==> config.mk <==
export PLATFORM = sky130hd
export DESIGN_NAME = cross_bar_arb
export DESIGN_NICKNAME = d
export VERILOG_FILES = /design/src/rtl/cross_bar_arb.sv
export SDC_FILE = /design/constraint.sdc
export NUM_CORES = 1
export LEC_CHECK = 0
export ABC_AREA = 0
export CORE_AREA = 4 4 195 197
export CTS_CLUSTER_SIZE = 16
export DETAILED_ROUTE_END_ITERATION = 8
export DIE_AREA = 0 0 199 201
export HOLD_SLACK_MARGIN = 0.03
export MAX_ROUTING_LAYER = met4
export RECOVER_POWER = 25
export SLEW_MARGIN = 5
export SYNTH_ARGS = -nofsm -noshare
export SYNTH_HDL_FRONTEND = slang
export SYNTH_SLANG_ARGS = --single-unit
==> constraint.sdc <==
create_clock -name aclk -period 2.5 [get_ports aclk]
set_input_delay 0.25 -clock aclk [delete_from_list [all_inputs] [get_ports aclk]]
set_output_delay 0.25 -clock aclk [all_outputs]
set_load 0.03 [all_outputs]
==> src/rtl/cross_bar_arb.sv <==
// Round-robin arbiter granting NUM_M masters access to one shared slave port,
// with exactly one transaction in flight (IDLE -> REQ -> optional RESP).
module cross_bar_arb #(
    parameter int NUM_M  = 4,
    parameter int AWIDTH = 32,
    parameter int DWIDTH = 32
) (
    input  logic                       aclk,
    input  logic                       aresetn,
    input  logic [NUM_M-1:0]           m_req,
    input  logic [NUM_M*AWIDTH-1:0]    m_addr,
    input  logic [NUM_M-1:0]           m_cmd,
    input  logic [NUM_M*DWIDTH-1:0]    m_wdata,
    output logic [NUM_M-1:0]           m_ack,
    output logic [NUM_M*DWIDTH-1:0]    m_rdata,
    output logic [NUM_M-1:0]           m_resp,
    output logic                       s_req,
    output logic [AWIDTH-1:0]          s_addr,
    output logic                       s_cmd,
    output logic [DWIDTH-1:0]          s_wdata,
    input  logic                       s_ack,
    input  logic                       s_resp,
    input  logic [DWIDTH-1:0]          s_rdata,
    output logic [$clog2(NUM_M)-1:0]   grant_id,
    output logic                       busy,
    output logic [1:0]                 dbg_state
);

    // Handshake: a request is held (s_req high with stable addr/cmd/wdata) until
    // the slave pulses s_ack in the same cycle; a read then waits for one s_resp
    // pulse carrying s_rdata. m_ack/m_resp are single-cycle pulses to the winner.

    localparam int GW  = $clog2(NUM_M);
    localparam int GW1 = GW + 1;

    localparam logic [1:0] ST_IDLE = 2'd0;
    localparam logic [1:0] ST_REQ  = 2'd1;
    localparam logic [1:0] ST_RESP = 2'd2;

    logic [1:0]        state, state_nxt;
    logic [GW-1:0]     last_grant, last_nxt, grant_nxt, winner;
    logic [GW:0]       idx;
    logic              found;
    logic              sel_req, sel_cmd;
    logic [AWIDTH-1:0] sel_addr;
    logic [DWIDTH-1:0] sel_wdata;

    // First requester searching upward from last_grant+1, wrapping at NUM_M.
    always_comb begin
        winner = last_grant;
        found  = 1'b0;
        idx    = '0;
        for (int k = 1; k <= NUM_M; k++) begin
            idx = {1'b0, last_grant} + GW1'(k);
            if (idx >= GW1'(NUM_M)) idx = idx - GW1'(NUM_M);
            if (!found && m_req[idx[GW-1:0]]) begin
                winner = idx[GW-1:0];
                found  = 1'b1;
            end
        end
    end

    always_comb begin
        sel_req   = 1'b0;
        sel_cmd   = 1'b0;
        sel_addr  = '0;
        sel_wdata = '0;
        for (int i = 0; i < NUM_M; i++) begin
            if (grant_id == GW'(i)) begin
                sel_req   = m_req[i];
                sel_cmd   = m_cmd[i];
                sel_addr  = m_addr[i*AWIDTH +: AWIDTH];
                sel_wdata = m_wdata[i*DWIDTH +: DWIDTH];
            end
        end
    end

    assign s_req     = (state == ST_REQ) && sel_req;
    assign s_cmd     = (state == ST_REQ) && sel_cmd;
    assign s_addr    = (state == ST_REQ) ? sel_addr : '0;
    assign s_wdata   = (state == ST_REQ) ? sel_wdata : '0;
    assign busy      = (state != ST_IDLE);
    assign dbg_state = state;

    always_comb begin
        m_ack   = '0;
        m_resp  = '0;
        m_rdata = '0;
        for (int i = 0; i < NUM_M; i++) begin
            if (grant_id == GW'(i)) begin
                m_ack[i]  = (state == ST_REQ) && s_ack;
                m_resp[i] = (state == ST_RESP) && s_resp;
                if (state == ST_RESP) m_rdata[i*DWIDTH +: DWIDTH] = s_rdata;
            end
        end
    end

    always_comb begin
        state_nxt = state;
        grant_nxt = grant_id;
        last_nxt  = last_grant;
        case (state)
            ST_IDLE: begin
                if (|m_req) begin
                    grant_nxt = winner;
                    state_nxt = ST_REQ;
                end
            end
            ST_REQ: begin
                if (s_ack) begin
                    last_nxt  = grant_id;
                    state_nxt = sel_cmd ? ST_IDLE : ST_RESP;
                end else if (!sel_req) begin
                    // Withdrawn request: priority pointer stays where it was.
                    state_nxt = ST_IDLE;
                end
            end
            ST_RESP: begin
                if (s_resp) state_nxt = ST_IDLE;
            end
            default: state_nxt = ST_IDLE;
        endcase
    end

    always_ff @(posedge aclk or negedge aresetn) begin
        if (!aresetn) begin
            state      <= ST_IDLE;
            grant_id   <= '0;
            last_grant <= GW'(NUM_M - 1);
        end else begin
            state      <= state_nxt;
            grant_id   <= grant_nxt;
            last_grant <= last_nxt;
        end
    end

endmodule

==> impl_metrics.toml, run 1 <==
[status]
run_status = "complete, no violations"

[logic_synthesis]
synth-seq-cells = 6
synth_sequential_area_ratio = 0.0463
synth_area_per_cell_um2 = 8.56
synth_top_cells_by_area = "sky130_fd_sc_hd__mux4_2 45%, sky130_fd_sc_hd__nor2b_1 13%, sky130_fd_sc_hd__nor2_1 12%"
netlist_instances = 385
synth_fp_nets = 685
synth_cell_types = 31
synth_top_cell_area_share = 0.451
synth-warning-count = 0
post_synth_instance_area_mm2 = 0.00329
yosysTopAreaCell = "sky130_fd_sc_hd__mux4_2"

[clock_tree]
clock_tree.buffer_depth = 2
cts_buffers = 3
clock_tree_from_tritoncts = "built"
cts.reportedPaths.clkPinSlew_ps = 30
clock-sinks = 6
root_driver = "sky130_fd_sc_hd__clkbuf_16"
clk-insertion-delay-late_ps = 230
ctsHtreeMaxLevel = 1

[timing]
period_utilisation_layout = 0.973
setup_ws_ps = 66.8
timing_worst_slew_pin_value_ps = 507
fin_crit_ps = 2430
report.final.setup_viol = 0
slew_headroom = 0.659
finalHoldWorstSlack_ps = 346
drv_slew = 0
maxClockFrequency_mhz = 411
finalHoldViolCount = 0
grt_setup_unrepaired = "no"
clk_skew_ps = 3.03
finalSetupTns_ps = 0

[setup_path]
crit_path_end_kind = "primary output"
crit_path_kind = "reg -> out"
setup.worst_path.start_class = "register"
timing.critical_path.required_ps = 2250
arrival_ps = 2180
largest_fanout_on_the_critical_path = 34

[pwr]
power_switching_share = 0.541
p_switching_uw = 4060
cell_internal_pwr_uw = 3440
comb_power_share = 0.918
cellLeakagePower_uw = 0.00361
seqPwrFrac = 0.046
clock_share_of_power = 0.035
power.density_mw_per_mm2 = 867
vdd_drop_max_uv = 405

[drt]
detailedRoute.firstIterationViolations = 136
routed_wl_um = 27700
vias = 5137
met3WireLength_um = 2380
vias_per_cell = 3.81
highest_metal_layer_with_signal_wires = "met4"
drt_pass1_iterations = 4
wl_per_cell_um = 20.6
remaining_drc_errors = 0
met1Wirelength_um = 11100
drtAntennaViolNets = 0
route.met2.wl_um = 14000

[cells_and_area]
filler_cell_count_in_the_final_layout = 3995
area_delta_synth_final_pct = 163
final_net_count = 1174
drive_gt1_frac = 0.252

[die]
core_area_mm2 = 0.0363
pin_count = 507
floorplan.rows = 70
die_w_um = 199
die_y_extent_um = 201
total_die_area_mm2 = 0.0400
initial_utilization = 0.0909

[grt]
maximum_number_of_pins_on_one_net_before_global_route_repair = 35
global_route.overflow_total = 0
global_route.usage.total = 0.130
number_of_antenna_violations_at_the_first_check_in_global_routing = 7
number_of_global_route_vias_before_repair = 5629
grt_first_pass_wirelength_um = 37900

[hold_path]
hold_class = "in -> async"

[placement]
dp_hpwl_um = 24300
gp_congestion = 0.858
dp_worst_setup_slack_ps = 209
io_buf_count = 506

[run]
max_cap_viol = 0
==> layout by cell type, fill, tap and decap left out, types with 2 or more instances in the layout <==
cell type / count
sky130_fd_sc_hd__dlymetal6s2s_1: 18
sky130_fd_sc_hd__nand3b_1: 3
sky130_fd_sc_hd__dfrtp_1: 2
sky130_fd_sc_hd__buf_6: 3
sky130_fd_sc_hd__diode_2: 6
sky130_fd_sc_hd__nor2b_1: 66
sky130_fd_sc_hd__and2_1: 33
sky130_fd_sc_hd__buf_12: 15
sky130_fd_sc_hd__mux2_2: 3
sky130_fd_sc_hd__or2_2: 2
sky130_fd_sc_hd__buf_4: 120
sky130_fd_sc_hd__nand2_1: 35
sky130_fd_sc_hd__nand2b_1: 5
sky130_fd_sc_hd__clkbuf_16: 3
sky130_fd_sc_hd__dlygate4sd2_1: 25
sky130_fd_sc_hd__dfrtp_4: 2
sky130_fd_sc_hd__clkbuf_1: 35
sky130_fd_sc_hd__mux4_2: 66
sky130_fd_sc_hd__o221ai_1: 2
sky130_fd_sc_hd__nor2_1: 104
sky130_fd_sc_hd__o21ai_0: 2
sky130_fd_sc_hd__dfstp_2: 2
sky130_fd_sc_hd__clkdlybuf4s50_1: 305
sky130_fd_sc_hd__inv_1: 3
sky130_fd_sc_hd__dlygate4sd3_1: 6
==> layout make-up <==
class,count,area (um^2),area share
inverter,3,11.3,0.00130
clock buffer,4,78.8,0.00911
sequential,6,160,0.0185
timing repair buffer,526,4920,0.569
multi-input combinational,334,2880,0.333
antenna,6,15.0,0.00174
tap,468,586,0.0677
==> routing by layer <==
metal | vias to the layer above | GRT usage
li1 | 2328 | -
met1 | 2464 | 0.154
met2 | 328 | 0.236
met3 | 17 | 0.0237
met4 | 0 | 0.0142
met5 | - | -
==> cell usage after synthesis <==
| master | n |
|---|---|
| sky130_fd_sc_hd__a21bo_1 | 1 |
| sky130_fd_sc_hd__mux2_2 | 3 |
| sky130_fd_sc_hd__nor3_4 | 1 |
| sky130_fd_sc_hd__or2_2 | 2 |
| sky130_fd_sc_hd__a222oi_1 | 1 |
| sky130_fd_sc_hd__nand2b_4 | 1 |
| sky130_fd_sc_hd__dfrtp_1 | 4 |
| sky130_fd_sc_hd__buf_6 | 9 |
| sky130_fd_sc_hd__nor2_1 | 104 |
| sky130_fd_sc_hd__o221ai_1 | 2 |
| sky130_fd_sc_hd__o31ai_1 | 1 |
| sky130_fd_sc_hd__nand3b_1 | 3 |
| sky130_fd_sc_hd__o22ai_1 | 1 |
| sky130_fd_sc_hd__nand2b_1 | 5 |
| sky130_fd_sc_hd__dfstp_2 | 2 |
| sky130_fd_sc_hd__buf_2 | 15 |
| sky130_fd_sc_hd__nand2_1 | 35 |
| sky130_fd_sc_hd__nor2b_1 | 67 |
| sky130_fd_sc_hd__buf_4 | 2 |
| sky130_fd_sc_hd__nor3_1 | 1 |
| sky130_fd_sc_hd__clkbuf_1 | 15 |
| sky130_fd_sc_hd__mux2i_1 | 1 |
| sky130_fd_sc_hd__o21ai_0 | 2 |
| sky130_fd_sc_hd__clkbuf_2 | 1 |
| sky130_fd_sc_hd__a22oi_1 | 1 |
| sky130_fd_sc_hd__mux4_2 | 66 |
| sky130_fd_sc_hd__nor2b_4 | 1 |
| sky130_fd_sc_hd__a2111oi_0 | 1 |
| sky130_fd_sc_hd__a21o_1 | 1 |
| sky130_fd_sc_hd__and2_1 | 33 |
| sky130_fd_sc_hd__inv_1 | 3 |
==> path summary, 6_finish.rpt <==
kind	from	end	slack [ps]	depth (start not counted)
hold / removal	aresetn	grant_id[1]$_DFFE_PN0P_	350	1
setup reg to reg	grant_id[1]$_DFFE_PN0P_	dbg_state[0]$_DFFE_PN0P_	860	3
hold reg to reg	last_grant[0]$_DFFE_PN1P_	last_grant[0]$_DFFE_PN1P_	660	1
setup / recovery	grant_id[0]$_DFFE_PN0P_	m_rdata[74]	70	5
min in group aclk	last_grant[0]$_DFFE_PN1P_	last_grant[0]$_DFFE_PN1P_	660	1
max in group asynchronous	aresetn	last_grant[0]$_DFFE_PN1P_	1870	1
==> power groups by stage <==
stage / clock [uW] / sequential (uW) / combinational (uW)
final: 266 / 347 / 6890
after global routing: 284 / 374 / 7300
after CTS: 271 / 357 / 7050
after detailed placement: 0 / 358 / 7160
after global placement: 0 / 347 / 7170
after floorplan: 0 / 274 / 4370
==> worst max-delay path, cell delays in order, from the launching register on <==
cell and delay, ps:
sky130_fd_sc_hd__dfrtp_4 550, sky130_fd_sc_hd__buf_12 190, sky130_fd_sc_hd__nand2b_1 190, sky130_fd_sc_hd__buf_12 200, sky130_fd_sc_hd__nor2_1 100, sky130_fd_sc_hd__clkdlybuf4s50_1 690
==> flip-flops by register name, summed over array words and instances, names as in the netlist <==
name and count:
dbg_state 2, grant_id 2, last_grant 2
==> cells by family after synthesis <==
| kind of cell | after synthesis | synth area share |
|---|---|---|
| AO/OA/AOI/OAI | 11 | 0.0258 |
| buffers and inverters | 45 | 0.0801 |
| flip-flops | 6 | 0.0463 |
| multiplexers | 70 | 0.464 |
| AND/OR/NAND/NOR | 253 | 0.383 |
==> stage by stage <==
step           power, uW  instance area, um^2  utilization  cells
6_report            7500                 8650        0.239   1347
5_1_grt             7960                 8650        0.239   1346
4_1_cts             7670                 8720        0.240   1341
3_5_place_dp        7520                 8670        0.239   1337
3_3_place_gp        7520                 8670        0.239   1337
2_1_floorplan       4640                 3290            -    385
==> repair_timing <==
item                       4_1_cts  5_1_grt
setup endpoints to repair       25       43
setup buffers                    0        0
gates resized for setup         25       25
hold buffers                     0        0
No activity file was read; power rests on OpenSTA's default activity.
==> run 2, diff against run 1 <==
--- a/config.mk
+++ b/config.mk
@@ -13,6 +13,7 @@
 export HOLD_SLACK_MARGIN = 0.03
 export MAX_ROUTING_LAYER = met4
 export RECOVER_POWER = 25
+export SKIP_LAST_GASP = 1
 export SLEW_MARGIN = 5
 export SYNTH_ARGS = -nofsm -noshare
 export SYNTH_HDL_FRONTEND = slang
==> results of run 2 <==
Final layout, timing and power as in run 1 (identical DEF).
